--- config.mk ---
export PLATFORM = sky130hd
export DESIGN_NAME = im_loader
export DESIGN_NICKNAME = d
export VERILOG_FILES = /design/src/rtl/im_loader.sv
export SDC_FILE = /design/constraint.sdc
export NUM_CORES = 1
export LEC_CHECK = 0
export BUFFER_PORTS_ARGS = -buffer_cell sky130_fd_sc_hd__buf_2
export CORE_UTILIZATION = 55
export DETAILED_ROUTE_END_ITERATION = 8
export HOLD_SLACK_MARGIN = 0.1
export PLACE_DENSITY = 0.75
export SLEW_MARGIN = 20
export SYNTH_ARGS = -nofsm -noshare
export SYNTH_HDL_FRONTEND = slang
export SYNTH_SLANG_ARGS = --single-unit
--- constraint.sdc ---
create_clock -name clk -period 3.54 [get_ports clk]
set_clock_uncertainty 0.05 [all_clocks]
set_input_delay 0.354 -clock clk [delete_from_list [all_inputs] [get_ports clk]]
set_output_delay 0.354 -clock clk [all_outputs]
set_load 0.02 [all_outputs]
--- src/rtl/im_loader.sv ---
// Serial boot loader: receives framed instruction words over a byte stream and
// writes them into the 17-bit instruction memory while holding the CPU off.
module im_loader #(
  parameter int          IM_DEPTH  = 8192,
  parameter logic [7:0]  SYNC_BYTE = 8'hA5
) (
  input  logic        clk,
  input  logic        rst,
  input  logic        rx_rdy,
  input  logic [7:0]  rx_data,
  output logic        im_we,
  output logic [15:0] im_addr,
  output logic [16:0] im_wdata,
  output logic        cpu_hold,
  output logic        done,
  output logic        err
);

  typedef enum logic [2:0] {
    IDLE,
    LEN_LO,
    LEN_HI,
    W0,
    W1,
    W2,
    CHK
  } state_t;

  state_t      state_q, state_d;
  logic [7:0]  len_lo_q;
  logic [15:0] len_q;
  logic [15:0] word_idx_q;
  logic [7:0]  chk_q;
  logic [7:0]  b0_q, b1_q;

  // Control decoded from the current state and byte
  logic        start, fail, pass, write;
  logic        cap_lo, cap_len, cap_b0, cap_b1, adv_idx, chk_upd;
  logic [15:0] len_full;
  logic        last_word;

  assign len_full  = {rx_data, len_lo_q};
  assign last_word = (word_idx_q == len_q - 16'd1);

  // NOTE: every always_comb output gets a default first so no path leaves it
  // unassigned; otherwise synthesis infers a latch to hold the old value.
  always_comb begin
    state_d = state_q;
    start   = 1'b0;
    fail    = 1'b0;
    pass    = 1'b0;
    write   = 1'b0;
    cap_lo  = 1'b0;
    cap_len = 1'b0;
    cap_b0  = 1'b0;
    cap_b1  = 1'b0;
    adv_idx = 1'b0;
    chk_upd = 1'b0;
    if (rx_rdy) begin
      unique case (state_q)
        IDLE: begin
          if (rx_data == SYNC_BYTE) begin
            start   = 1'b1;
            state_d = LEN_LO;
          end
        end
        LEN_LO: begin
          cap_lo  = 1'b1;
          chk_upd = 1'b1;
          state_d = LEN_HI;
        end
        LEN_HI: begin
          chk_upd = 1'b1;
          // Oversized frames are refused before any word reaches memory
          if (32'(len_full) > 32'(IM_DEPTH)) begin
            fail    = 1'b1;
            state_d = IDLE;
          end else begin
            cap_len = 1'b1;
            state_d = (len_full == 16'd0) ? CHK : W0;
          end
        end
        W0: begin
          cap_b0  = 1'b1;
          chk_upd = 1'b1;
          state_d = W1;
        end
        W1: begin
          cap_b1  = 1'b1;
          chk_upd = 1'b1;
          state_d = W2;
        end
        W2: begin
          if (rx_data[7:1] != 7'd0) begin
            fail    = 1'b1;
            state_d = IDLE;
          end else begin
            write   = 1'b1;
            chk_upd = 1'b1;
            if (last_word) begin
              state_d = CHK;
            end else begin
              adv_idx = 1'b1;
              state_d = W0;
            end
          end
        end
        CHK: begin
          if (rx_data == chk_q) pass = 1'b1;
          else                  fail = 1'b1;
          state_d = IDLE;
        end
        default: state_d = IDLE;
      endcase
    end
  end

  // NOTE: sequential state uses non-blocking assignments so every register
  // samples the pre-edge values, independent of statement order.
  always_ff @(posedge clk) begin
    if (rst) begin
      state_q    <= IDLE;
      im_we      <= 1'b0;
      im_addr    <= 16'd0;
      im_wdata   <= 17'd0;
      cpu_hold   <= 1'b0;
      done       <= 1'b0;
      err        <= 1'b0;
      word_idx_q <= 16'd0;
      chk_q      <= 8'd0;
      len_lo_q   <= 8'd0;
      len_q      <= 16'd0;
      b0_q       <= 8'd0;
      b1_q       <= 8'd0;
    end else begin
      state_q <= state_d;
      im_we   <= write;
      // Address/data stay put between strobes
      if (write) begin
        im_addr  <= word_idx_q;
        im_wdata <= {rx_data[0], b1_q, b0_q};
      end
      if (start) begin
        done       <= 1'b0;
        err        <= 1'b0;
        cpu_hold   <= 1'b1;
        chk_q      <= 8'd0;
        word_idx_q <= 16'd0;
      end
      if (chk_upd) chk_q      <= chk_q ^ rx_data;
      if (cap_lo)  len_lo_q   <= rx_data;
      if (cap_len) len_q      <= len_full;
      if (cap_b0)  b0_q       <= rx_data;
      if (cap_b1)  b1_q       <= rx_data;
      if (adv_idx) word_idx_q <= word_idx_q + 16'd1;
      if (fail) begin
        err      <= 1'b1;
        done     <= 1'b0;
        cpu_hold <= 1'b0;
      end
      if (pass) begin
        done     <= 1'b1;
        cpu_hold <= 1'b0;
      end
    end
  end

endmodule

### After elaboration in Yosys (flattened, before gate mapping)

Index checks and enable logic that the tools add are counted.

* input port bits: 11
* output and inout port bits: 37
* flip-flop bits (word level): 104
* logic and storage cells: 80

* add/subtract/negate cells: 2
* equal/unequal tests: 10
* multiplexer cells: 43
* bitwise gates (word level): 1
* $lt $le $gt $ge: 1
* reductions and logical operators: 10

Operator list (number)
* 16-bit two-way mux: 2
* 1-bit two-way mux: 31
* 3-bit case mux with 6 select lines: 1
* 16-bit by 1-bit adder with 16-bit output (second input constant): 1
* 16-bit equality test: 1
* 16-bit by 14-bit > comparator with 1-bit output (second input constant): 1
* 16-bit logical NOT: 1
* 8-bit two-way mux: 2
* 16-bit by 1-bit subtractor with 16-bit output (second input constant): 1
* 3-bit two-way mux: 5
* 3-bit equality test (second input constant): 3
* 8-bit equality test: 1
* 8-bit equality test (second input constant): 1
* 8-bit bitwise XOR: 1
* 7-bit nonzero test: 1
* 3-bit by 2-bit equality test with 1-bit output (second input constant): 2
* 2-bit nonzero test: 3
* 4-bit OR reduction: 1
* 3-bit by 1-bit equality test with 1-bit output (second input constant): 1
* 3-bit logical NOT: 1
* 1-bit case mux with 3 select lines: 1
* 3-bit nonzero test: 1
* 3-bit OR reduction: 1
* 2-bit != test (second input constant): 1
* other kinds (2): 2

### Logic depth before layout (Yosys ltp)

Gate-level depths: netlist of the first run.

* word-level depth: 7
* mapped depth: 12
* gate-level depth less buffers: 9

### Worst setup path before layout of the first run

Ideal clock, no wire load.

* kind: flip-flop to flip-flop
* start: register len_q[0]
* end: register word_idx_q[14]
* setup time: 0.123 ns
* arrival time: 2.698 ns
* cell stages (with the launch flop): 13
* period minus slack after synthesis: 2.871 ns
* slack: 0.669 ns
* path buffers: 3
* cell sequence: dfxtp_1 > clkbuf_1 > inv_1 > ha_1 > clkbuf_1 > xnor3_1 > a32o_1 > o21ai_0 > or4_4 > nand2b_1 > buf_2 > o211ai_1 > mux2_1

* word-level cells in the longest chain between the ends: 7

Ends and longest elaborated chain
* from (decl): line 31 `logic [15:0] len_q;`
* from (signal assigned): line 152 `if (cap_len) len_q <= len_full;`
* 16-bit by 1-bit subtractor with 16-bit output (*): line 43 `assign last_word = (word_idx_q == len_q - 16'd1);`
* 16-bit equality test (*): line 43
* 1-bit two-way mux (*): line 100 `if (last_word) begin`
* 1-bit two-way mux (*): line 94 `if (rx_data[7:1] != 7'd0) begin`
* 1-bit two-way mux (*): line 60 `unique case (state_q)`
* 1-bit two-way mux (*): line 59 `if (rx_rdy) begin`
* 16-bit two-way mux or 2-bit nonzero test (tied branches)
* to (signal assigned): line 155 `if (adv_idx) word_idx_q <= word_idx_q + 16'd1;`
* to (decl): line 32 `logic [15:0] word_idx_q;`

Mark *: on every way between the ends. The rest lies on a longest branch, timed or not.
A chain may end at the register's enable or synchronous reset.

### Worst setup path in the final report of the first run

* start: register len_q[2]
* end: register word_idx_q[6]

Same word-level chain as after synthesis.

==> results of run 1 <==
-- report_power, final --
group | switching [mW] | leakage (nW) | total [mW] | internal, mW
logic | 0.0443 | 1.21 | 0.0596 | 0.0153
clock network | 0.448 | 0.101 | 0.790 | 0.341
registers | 0.000587 | 0.837 | 1.17 | 1.17
total | 0.493 | 2.14 | 2.02 | 1.53
-- Yosys cell counts, drive strengths merged, types with 3 or more instances --
master,instances,area share
a21oi,62,0.062
a31oi,3,0.0038
and2,4,0.0050
and3,6,0.0075
and3b,4,0.0070
buf,7,0.0088
clkbuf,35,0.026
dfxtp,104,0.42
inv,19,0.014
mux2,3,0.0068
mux2i,34,0.068
nand2,97,0.073
nand2b,5,0.0063
nand3,14,0.014
nand4,9,0.011
nor2,62,0.047
nor2b,3,0.0038
nor3,16,0.016
nor3b,10,0.015
nor4,10,0.015
o211ai,6,0.0090
o21ai,23,0.024
o21bai,3,0.0045
o221ai,8,0.014
o22ai,4,0.0088
or3,3,0.0038
or4,4,0.0075
xnor2,19,0.033
xor2,9,0.016
-- sequential cells by signal, indices dropped and copies added (netlist names) --
register    cells
b0_q            8
b1_q            8
chk_q           8
cpu_hold        1
done            1
err             1
im_addr        16
im_wdata       17
im_we           1
len_lo_q        8
len_q          16
state_q         3
word_idx_q     16
-- routing by layer --
| metal | up-vias | wire [µm] | global-route usage |
|---|---|---|---|
| met2 | 130 | 5760 | 0.438 |
| met1 | 2054 | 5270 | 0.325 |
| met4 | 0 | 396 | 0.118 |
| met5 | - | 0 | 0 |
| met3 | 30 | 572 | 0.0424 |
| li1 | 2161 | - | - |
-- worst paths after layout --
check	endpoint	slack, ns	cells past startpoint	from
hold / removal	b0_q[3]$_SDFFE_PP0P_	0.25	3	rx_data[3]
setup reg to reg	word_idx_q[6]$_SDFFE_PP0P_	0.49	7	len_q[2]$_SDFFE_PP0P_
hold reg to reg	im_addr[6]$_SDFFE_PP0P_	0.41	2	im_addr[6]$_SDFFE_PP0P_
setup / recovery	word_idx_q[6]$_SDFFE_PP0P_	0.49	7	len_q[2]$_SDFFE_PP0P_
-- critical path, stage by stage, from the launching register on --
cell and delay [ns]:
dfxtp_1 0.39, or4_4 0.60, o41ai_4 0.24, a21oi_1 0.12
or4_4 0.57, nand2b_1 0.36, o211ai_1 0.27, mux2_2 0.36
-- per-stage QoR --
stage	area [µm²]	hold WS, ns
finish	5470	0.254
global route	5470	0.265
CTS	5470	0.238
detailed placement	5260	0.394
global placement	5260	0.390
floorplan	4990	0.381
-- cells by family after synthesis --
logic type,count (synthesis),share of synthesized area
compound gates,125,0.157
simple gates,252,0.243
mux,37,0.0750
xor+xnor,29,0.0537
flops,104,0.417
fa+ha+maj,2,0.00501
buf+inv,61,0.0494
-- final cells by class --
cell class	instances	area (µm²)
Sequential cell	104	2080
Clock inverter	7	90.1
Multi-Input combinational cell	445	2660
Fill cell	803	3290
Clock buffer	9	124
Inverter	19	71.3
Tap cell	108	135
Timing Repair Buffer	56	303
==> key figures, run 1 <==
Placed design
  • Final RePlAce weighted congestion: 0.927
  • # port buffers: 47
  • Post-DP HPWL: 8.47 mm
  • Pre-CTS WS: 0.535 ns
  • Placed cell count: 732

Floorplan
  • Die height: 97.3 µm
  • Site row count: 34
  • CORE AREA: 8760 µm²
  • Die width: 97.3 µm
  • Die area: 9460 µm²
  • I/O Pins: 48
  • Starting Density: 0.569

Clock network
  • CTS tree: yes
  • CTS clk-pin slew, worst paths: 0.11 ns
  • Post-CTS Resized: 0
  • Worst-skew pair later-pin latency: 0.38 ns
  • CTS H-tree lvls: 3
  • Hold-fix buffers at CTS: 0
  • Clk buf depth: 2
  • Num CTS Buffers: 9
  • Clock tree root driver cell: clkbuf_8
  • CTS Sinks: 104
  • Setup Buffers After CTS: 0

Layout
  • Share of layout cells above drive strength 1: 0.134
  • N_diodes: 0
  • Commonest non-fill, non-tap cells in the layout: dfxtp_1 (104), nand2_1 (97), a21oi_1 (62)
  • Total Nets Final: 648
  • Final design utilization: 0.624
  • Non-filler instance count after layout: 748
  • Layout overhead on the synthesized area: 9.60%
  • Most common cell after layout, fill and taps aside: dfxtp_1

STA
  • Final period util: 0.862
  • RSZ-0062 raised after global routing: false
  • Hold Fails Final Rpt: 0
  • Normalized max-slew margin: 0.334
  • Minimum clock period: 3.05 ns
  • Fin. max-slew vios: 0
  • PnR worst setup slack: 0.490 ns
  • # setup viols final: 0
  • Worst Tran Pin Value: 0.993 ns
  • Final setup TNS: 0 ns
  • FMAX: 0.328 GHz

Logic synthesis
  • Seq/Total Area, Yosys: 0.417
  • Mapped Cells: 610
  • Mapped Nets: 623
  • Synthesized area per cell: 8.18 µm²
  • Synthesized area: 4990 µm²
  • FF+latch count, synth: 104
  • Top_reg_cell synth: dfxtp_1
  • Post-synth EDFFs: 0
  • Synth warnings: 0
  • Asr flop ratio synth: 0
  • Library cells used by synthesis: 57

Global routing
  • Vias in the first global route: 4206
  • Largest net degree at the start of global routing: 45
  • Global Route Usage Sum: 0.259
  • Initial antenna violation count: 0
  • Global route overflow: 0
  • First-pass GRT wire length: 19.9 mm

Setup path
  • CP Capture Type: register
  • Max FO, Critical Path: 11
  • CP startpoint kind: register
  • Critical path type: reg2reg
  • Worst Path Required: 3.76 ns
  • Crit path arrival time: 3.27 ns

Route
  • Vias per inst: 5.85
  • Final WL: 12.0 mm
  • DR pass1 iterations: 5
  • DR DRC count: 0
  • Antenna Nets Post-Route: 0
  • Via count: 4375
  • Wire per inst: 16.0 µm
  • Iter 0 DRT Violations: 244

Run status
  • Status: finished clean

Power and ir drop
  • Tot Pwr: 2.02 mW
  • Lkg Pwr: 2.14 nW
  • Max IR drop VDD: 290 µV
  • PD cells: 369 nW/µm²

Worst hold path
  • Hold Path Class: in2reg

Run
  • Max cap viols: 0
Power figures use the tool's default switching activity.
==> run 2, diff against run 1 <==
--- a/config.mk
+++ b/config.mk
@@ -6,10 +6,9 @@
 export NUM_CORES = 1
 export LEC_CHECK = 0
 export BUFFER_PORTS_ARGS = -buffer_cell sky130_fd_sc_hd__buf_2
-export CORE_UTILIZATION = 55
+export CORE_UTILIZATION = 30
 export DETAILED_ROUTE_END_ITERATION = 8
 export HOLD_SLACK_MARGIN = 0.1
-export PLACE_DENSITY = 0.75
 export SLEW_MARGIN = 20
 export SYNTH_ARGS = -nofsm -noshare
 export SYNTH_HDL_FRONTEND = slang
==> key figures, run 2 (synthesized netlist as in run 1, its figures left out) <==
Run status
  • Status: finished clean (unchanged)

STA
  • FMAX: 0.325 GHz (was 0.328 GHz)
  • Minimum clock period: 3.08 ns (was 3.05 ns)
  • Fin. max-slew vios: 0 (unchanged)
  • Hold Fails Final Rpt: 0 (unchanged)
  • RSZ-0062 raised after global routing: false (unchanged)
  • Worst Tran Pin Value: 1.05 ns (was 0.993 ns)
  • Final setup TNS: 0 ns (unchanged)
  • Final period util: 0.869 (was 0.862)
  • # setup viols final: 0 (unchanged)
  • Normalized max-slew margin: 0.296 (was 0.334)

Layout
  • N_diodes: 0 (unchanged)
  • Largest reg by FF count: im_wdata (unchanged)
  • Non-filler instance count after layout: 857 (was 748)
  • Share of layout cells above drive strength 1: 0.136 (was 0.134)
  • Commonest non-fill, non-tap cells in the layout: dfxtp_1 (104), nand2_1 (97), a21oi_1 (62) (unchanged)
  • Max reg flops: 17 (unchanged)
  • Layout overhead on the synthesized area: 14.2% (was 9.60%)
  • Total Nets Final: 650 (was 648)
  • Fillers: 1669 (was 803)
  • Most common cell after layout, fill and taps aside: dfxtp_1 (unchanged)

Setup path
  • Max FO, Critical Path: 12 (was 11)
  • Worst path cell trace: or4_4 -> o41ai_4 -> a21oi_1 -> or4_4 -> nor4b_4 -> o21ai_2 -> o21ai_0 (was or4_4 -> o41ai_4 -> a21oi_1 -> or4_4 -> nand2b_1 -> o211ai_1 -> mux2_2)
  • Worst path top cell family by delay: simple AND/OR/NAND/NOR gates (unchanged)
  • Critical path type: reg2reg (unchanged)
  • Reg2reg path depth: 7 (unchanged)
  • CP dominant cell by count: or4_4 (unchanged)
  • CP Capture Type: register (unchanged)
  • Worst Path Required: 3.76 ns (about the same)
  • CP startpoint kind: register (unchanged)
  • Largest stage delay, worst path: 0.60 ns (about the same)
  • CP endpoint: word_idx_q[3]$_SDFFE_PP0P_ (was word_idx_q[6]$_SDFFE_PP0P_)
  • Crit path arrival time: 3.29 ns (was 3.27 ns)
  • FF-to-FF setup slack: 0.46 ns (was 0.49 ns)
  • Worst path buffer plus inverter count: 0 (unchanged)
  • End of the worst register-to-register path: word_idx_q[3]$_SDFFE_PP0P_ (was word_idx_q[6]$_SDFFE_PP0P_)
  • Crit. path cell count: 7 (unchanged)
  • R2r startpoint: len_q[2]$_SDFFE_PP0P_ (unchanged)
  • Critical Path Start: len_q[2]$_SDFFE_PP0P_ (unchanged)
  • Crit-path slowest cell: or4_4 (unchanged)

Power and ir drop
  • Max IR drop VDD: 254 µV (was 290 µV)
  • PD cells: 392 nW/µm² (was 369 nW/µm²)
  • Lkg Pwr: 2.19 nW (was 2.14 nW)

Clock network
  • Setup Buffers After CTS: 0 (unchanged)
  • Hold-fix buffers at CTS: 0 (unchanged)
  • CTS Sinks: 104 (unchanged)
  • Clk buf depth: 2 (unchanged)
  • Post-CTS Resized: 0 (unchanged)
  • Num CTS Buffers: 9 (unchanged)
  • Worst-skew pair later-pin latency: 0.35 ns (was 0.38 ns)
  • CTS H-tree lvls: 3 (unchanged)
  • CTS tree: yes (unchanged)
  • CTS clk-pin slew, worst paths: 0.07 ns (was 0.11 ns)
  • Clock tree root driver cell: clkbuf_16 (was clkbuf_8)

Run
  • Max cap viols: 0 (unchanged)

Route
  • Vias per inst: 5.00 (was 5.85)
  • Final WL: 12.0 mm (about the same)
  • Wire per inst: 14.0 µm (was 16.0 µm)
  • Via count: 4287 (was 4375)
  • Antenna Nets Post-Route: 0 (unchanged)
  • Iter 0 DRT Violations: 276 (was 244)
  • DR DRC count: 0 (unchanged)
  • DR pass1 iterations: 4 (was 5)

Placed design
  • # port buffers: 47 (unchanged)
  • Post-DP HPWL: 8.42 mm (was 8.47 mm)
  • Final RePlAce weighted congestion: 0.844 (was 0.927)
  • Placed cell count: 842 (was 732)

Global routing
  • Initial antenna violation count: 0 (unchanged)
  • Largest net degree at the start of global routing: 42 (was 45)
  • Vias in the first global route: 3749 (was 4206)
  • Met2 GRT Util: 0.228 (was 0.438)
  • Global Route Usage Sum: 0.145 (was 0.259)
  • Global routing usage on met3: 0.0293 (was 0.0424)
  • GRT busiest layer: met2 (unchanged)
  • Global route overflow: 0 (unchanged)
  • First-pass GRT wire length: 19.5 mm (was 19.9 mm)
  • GR Util met1: 0.202 (was 0.325)

Floorplan
  • Die width: 131 µm (was 97.3 µm)
  • I/O Pins: 48 (unchanged)
  • Starting Density: 0.311 (was 0.569)
  • Die height: 131 µm (was 97.3 µm)
  • Die area: 17200 µm² (was 9460 µm²)
  • CORE AREA: 16100 µm² (was 8760 µm²)
  • Site row count: 46 (was 34)

Worst hold path
  • Hold Path Class: in2reg (unchanged)
## run 2: where the power goes
group	leakage, nW	internal (mW)	switching [mW]
Sequential	0.837	1.17	0.000593
Combinational	1.22	0.0153	0.0450
Clock	0.139	0.550	0.455
Total	2.19	1.73	0.501
## run 2: per-stage QoR
| stage | utilization | cell area [µm²] | hold slack (ns) | setup WS (ns) | total power, mW |
|---|---|---|---|---|---|
| 3_3_place_gp | 0.337 | 5410 | 0.392 | 0.518 | 1.26 |
| 5_1_grt | 0.355 | 5700 | 0.299 | 0.263 | 2.31 |
| 4_1_cts | 0.355 | 5700 | 0.285 | 0.449 | 2.26 |
| 2_1_floorplan | - | 4990 | 0.381 | 0.669 | 1.24 |
| 3_5_place_dp | 0.337 | 5410 | 0.394 | 0.483 | 1.26 |
| 6_report | 0.355 | 5700 | 0.282 | 0.462 | 2.24 |
## run 2: layer usage
metal  vias up  wire [µm]  part of all wire
met5         -          0                 0
met1      2044       6110              0.51
li1       2162          -                 -
met4         0         79            0.0066
met3         6        448             0.037
met2        75       5400              0.45
## run 2: worst reg2reg max path, cell delays in order (launching register included)
cell,delay (ns)
dfxtp_1,0.38
or4_4,0.60
o41ai_4,0.26
a21oi_1,0.12
or4_4,0.56
nor4b_4,0.52
o21ai_2,0.29
o21ai_0,0.23
## run 2: worst min path at each step
stage | cells past startpoint | slack (ns) | start | end
5_1_grt | 3 | 0.30 | rx_data[7] | b0_q[7]$_SDFFE_PP0P_
2_1_floorplan | 2 | 0.38 | b1_q[2]$_SDFFE_PP0P_ | im_wdata[10]$_SDFFE_PP0P_
3_5_place_dp | 2 | 0.39 | im_addr[2]$_SDFFE_PP0P_ | im_addr[2]$_SDFFE_PP0P_
3_3_place_gp | 2 | 0.39 | im_addr[9]$_SDFFE_PP0P_ | im_addr[9]$_SDFFE_PP0P_
6_report | 3 | 0.28 | rx_data[7] | b0_q[7]$_SDFFE_PP0P_
4_1_cts | 2 | 0.28 | rx_rdy | state_q[2]$_SDFFE_PP0P_
## run 2: final cells by class
type	count	area, µm²	area share
clock buffer	9	225	0.0395
clock inverter	6	70.1	0.0123
inverter	19	71.3	0.0125
multi-input combinational	445	2660	0.467
sequential	104	2080	0.365
tap	216	270	0.0474
timing repair buffer	58	318	0.0558
==> run 3, diff against run 2 <==
--- a/config.mk
+++ b/config.mk
@@ -9,6 +9,7 @@
 export CORE_UTILIZATION = 30
 export DETAILED_ROUTE_END_ITERATION = 8
 export HOLD_SLACK_MARGIN = 0.1
+export REMOVE_ABC_BUFFERS = 1
 export SLEW_MARGIN = 20
 export SYNTH_ARGS = -nofsm -noshare
 export SYNTH_HDL_FRONTEND = slang
==> key figures, run 3 (synthesized netlist as in run 1, its figures left out) <==
Clock network
  • Clock tree root driver cell: clkbuf_16 (unchanged)
  • Post-CTS Resized: 0 (unchanged)
  • CTS clk-pin slew, worst paths: 0.08 ns (was 0.07 ns)
  • CTS tree: yes (unchanged)
  • Num CTS Buffers: 9 (unchanged)
  • CTS H-tree lvls: 3 (unchanged)
  • Setup Buffers After CTS: 0 (unchanged)
  • Clk buf depth: 2 (unchanged)
  • Hold-fix buffers at CTS: 0 (unchanged)
  • CTS Sinks: 104 (unchanged)
  • Worst-skew pair later-pin latency: 0.36 ns (was 0.35 ns)

Setup path
  • Critical path type: reg2reg (unchanged)
  • Max FO, Critical Path: 11 (was 12)
  • Crit path arrival time: 3.23 ns (was 3.29 ns)
  • Worst Path Required: 3.74 ns (was 3.76 ns)
  • CP startpoint kind: register (unchanged)
  • CP Capture Type: register (unchanged)

Layout
  • Largest reg by FF count: im_wdata (unchanged)
  • Most common cell after layout, fill and taps aside: dfxtp_1 (unchanged)
  • Layout overhead on the synthesized area: 15.0% (was 14.2%)
  • Share of layout cells above drive strength 1: 0.138 (was 0.136)
  • Total Nets Final: 651 (was 650)
  • Non-filler instance count after layout: 859 (was 857)
  • N_diodes: 0 (unchanged)
  • Design area: 5740 µm² (was 5700 µm²)
  • Commonest non-fill, non-tap cells in the layout: dfxtp_1 (104), nand2_1 (97), a21oi_1 (62) (unchanged)
  • Fillers: 1709 (was 1669)
  • Max reg flops: 17 (unchanged)

Route
  • Vias per inst: 4.96 (was 5.00)
  • Antenna Nets Post-Route: 0 (unchanged)
  • DR pass1 iterations: 5 (was 4)
  • Iter 0 DRT Violations: 303 (was 276)
  • Wire per inst: 13.9 µm (was 14.0 µm)
  • Final WL: 11.9 mm (was 12.0 mm)
  • Via count: 4262 (was 4287)
  • DR DRC count: 0 (unchanged)

Placed design
  • # port buffers: 47 (unchanged)
  • Final RePlAce weighted congestion: 0.870 (was 0.844)
  • Post-DP HPWL: 8.32 mm (was 8.42 mm)
  • Placed cell count: 843 (was 842)
  • Pre-CTS WS: 0.525 ns (was 0.483 ns)
  • Dpl cell area: 5410 µm² (about the same)

STA
  • RSZ-0062 raised after global routing: false (unchanged)
  • Fin. max-slew vios: 0 (unchanged)
  • Hold Fails Final Rpt: 0 (unchanged)
  • Final setup TNS: 0 ns (unchanged)
  • Normalized max-slew margin: 0.323 (was 0.296)
  • # setup viols final: 0 (unchanged)
  • PnR worst setup slack: 0.512 ns (was 0.462 ns)
  • Final period util: 0.855 (was 0.869)
  • Fin Hold WS: 0.279 ns (was 0.282 ns)
  • Worst Tran Pin Value: 1.01 ns (was 1.05 ns)
  • Minimum clock period: 3.03 ns (was 3.08 ns)
  • FMAX: 0.330 GHz (was 0.325 GHz)

Run
  • Max cap viols: 0 (unchanged)

Floorplan
  • Starting Density: 0.311 (unchanged)
  • I/O Pins: 48 (unchanged)
  • Die width: 131 µm (unchanged)
  • Die height: 131 µm (unchanged)
  • Site row count: 46 (unchanged)
  • CORE AREA: 16100 µm² (unchanged)
  • Die area: 17200 µm² (unchanged)

Power and ir drop
  • Max IR drop VDD: 242 µV (was 254 µV)
  • Lkg Pwr: 2.21 nW (was 2.19 nW)
  • PD cells: 402 nW/µm² (was 392 nW/µm²)

Global routing
  • Global Route Usage Sum: 0.148 (was 0.145)
  • Initial antenna violation count: 0 (unchanged)
  • Largest net degree at the start of global routing: 51 (was 42)
  • Vias in the first global route: 3932 (was 3749)
  • Global route overflow: 0 (unchanged)
  • First-pass GRT wire length: 19.9 mm (was 19.5 mm)

Worst hold path
  • Hold Path Class: in2reg (unchanged)

Run status
  • Status: finished clean (unchanged)
-- run 3: cell count changes in the layout (fill, tap and decap cells not counted) --
cell,change
buf_4,+1
clkinv_2,-1
clkinv_4,-1
clkinv_8,+2
clkinvlp_4,-1
inv_6,+2
-- run 3: through the flow --
stage / total power, mW / utilization
after floorplan: 1.21 / -
after global placement: 1.26 / 0.337
after detailed placement: 1.26 / 0.337
after CTS: 2.32 / 0.357
after global routing: 2.38 / 0.357
final: 2.31 / 0.357
-- run 3: final timing paths --
check | from | to | slack (ns) | cells after the start
max | len_q[2]$_SDFFE_PP0P_ | word_idx_q[6]$_SDFFE_PP0P_ | 0.51 | 7
min | rx_data[1] | b0_q[1]$_SDFFE_PP0P_ | 0.28 | 3
max reg2reg | len_q[2]$_SDFFE_PP0P_ | word_idx_q[6]$_SDFFE_PP0P_ | 0.51 | 7
min reg2reg | b1_q[0]$_SDFFE_PP0P_ | im_wdata[8]$_SDFFE_PP0P_ | 0.40 | 2
-- run 3: layer usage --
layer	GRT usage	wire length, µm	up-vias
met4	0.0385	119	0
met5	0	0	-
met2	0.242	5360	88
met3	0.0338	512	13
li1	-	-	2165
met1	0.197	5960	1996
-- run 3: area by class of cell --
class	instances	area [µm²]	share of cell area
Multi-Input combinational cell	445	2660	0.464
Sequential cell	104	2080	0.363
Timing Repair Buffer	59	325	0.0567
Tap cell	216	270	0.0471
Clock buffer	9	225	0.0393
Clock inverter	7	98.8	0.0172
Inverter	19	71.3	0.0124
-- run 3: report_power, final --
| group | internal (mW) | total, mW | switching, mW |
|---|---|---|---|
| logic | 0.0153 | 0.0602 | 0.0450 |
| clock network | 0.571 | 1.08 | 0.506 |
| registers | 1.17 | 1.17 | 0.000567 |
-- run 3: worst max-delay path, cell delays in order (launching register included) --
cell	delay [ns]
dfxtp_1	0.38
or4_4	0.60
o41ai_4	0.26
a21oi_1	0.11
or4_4	0.56
nand2b_1	0.35
o211ai_1	0.27
mux2_2	0.35
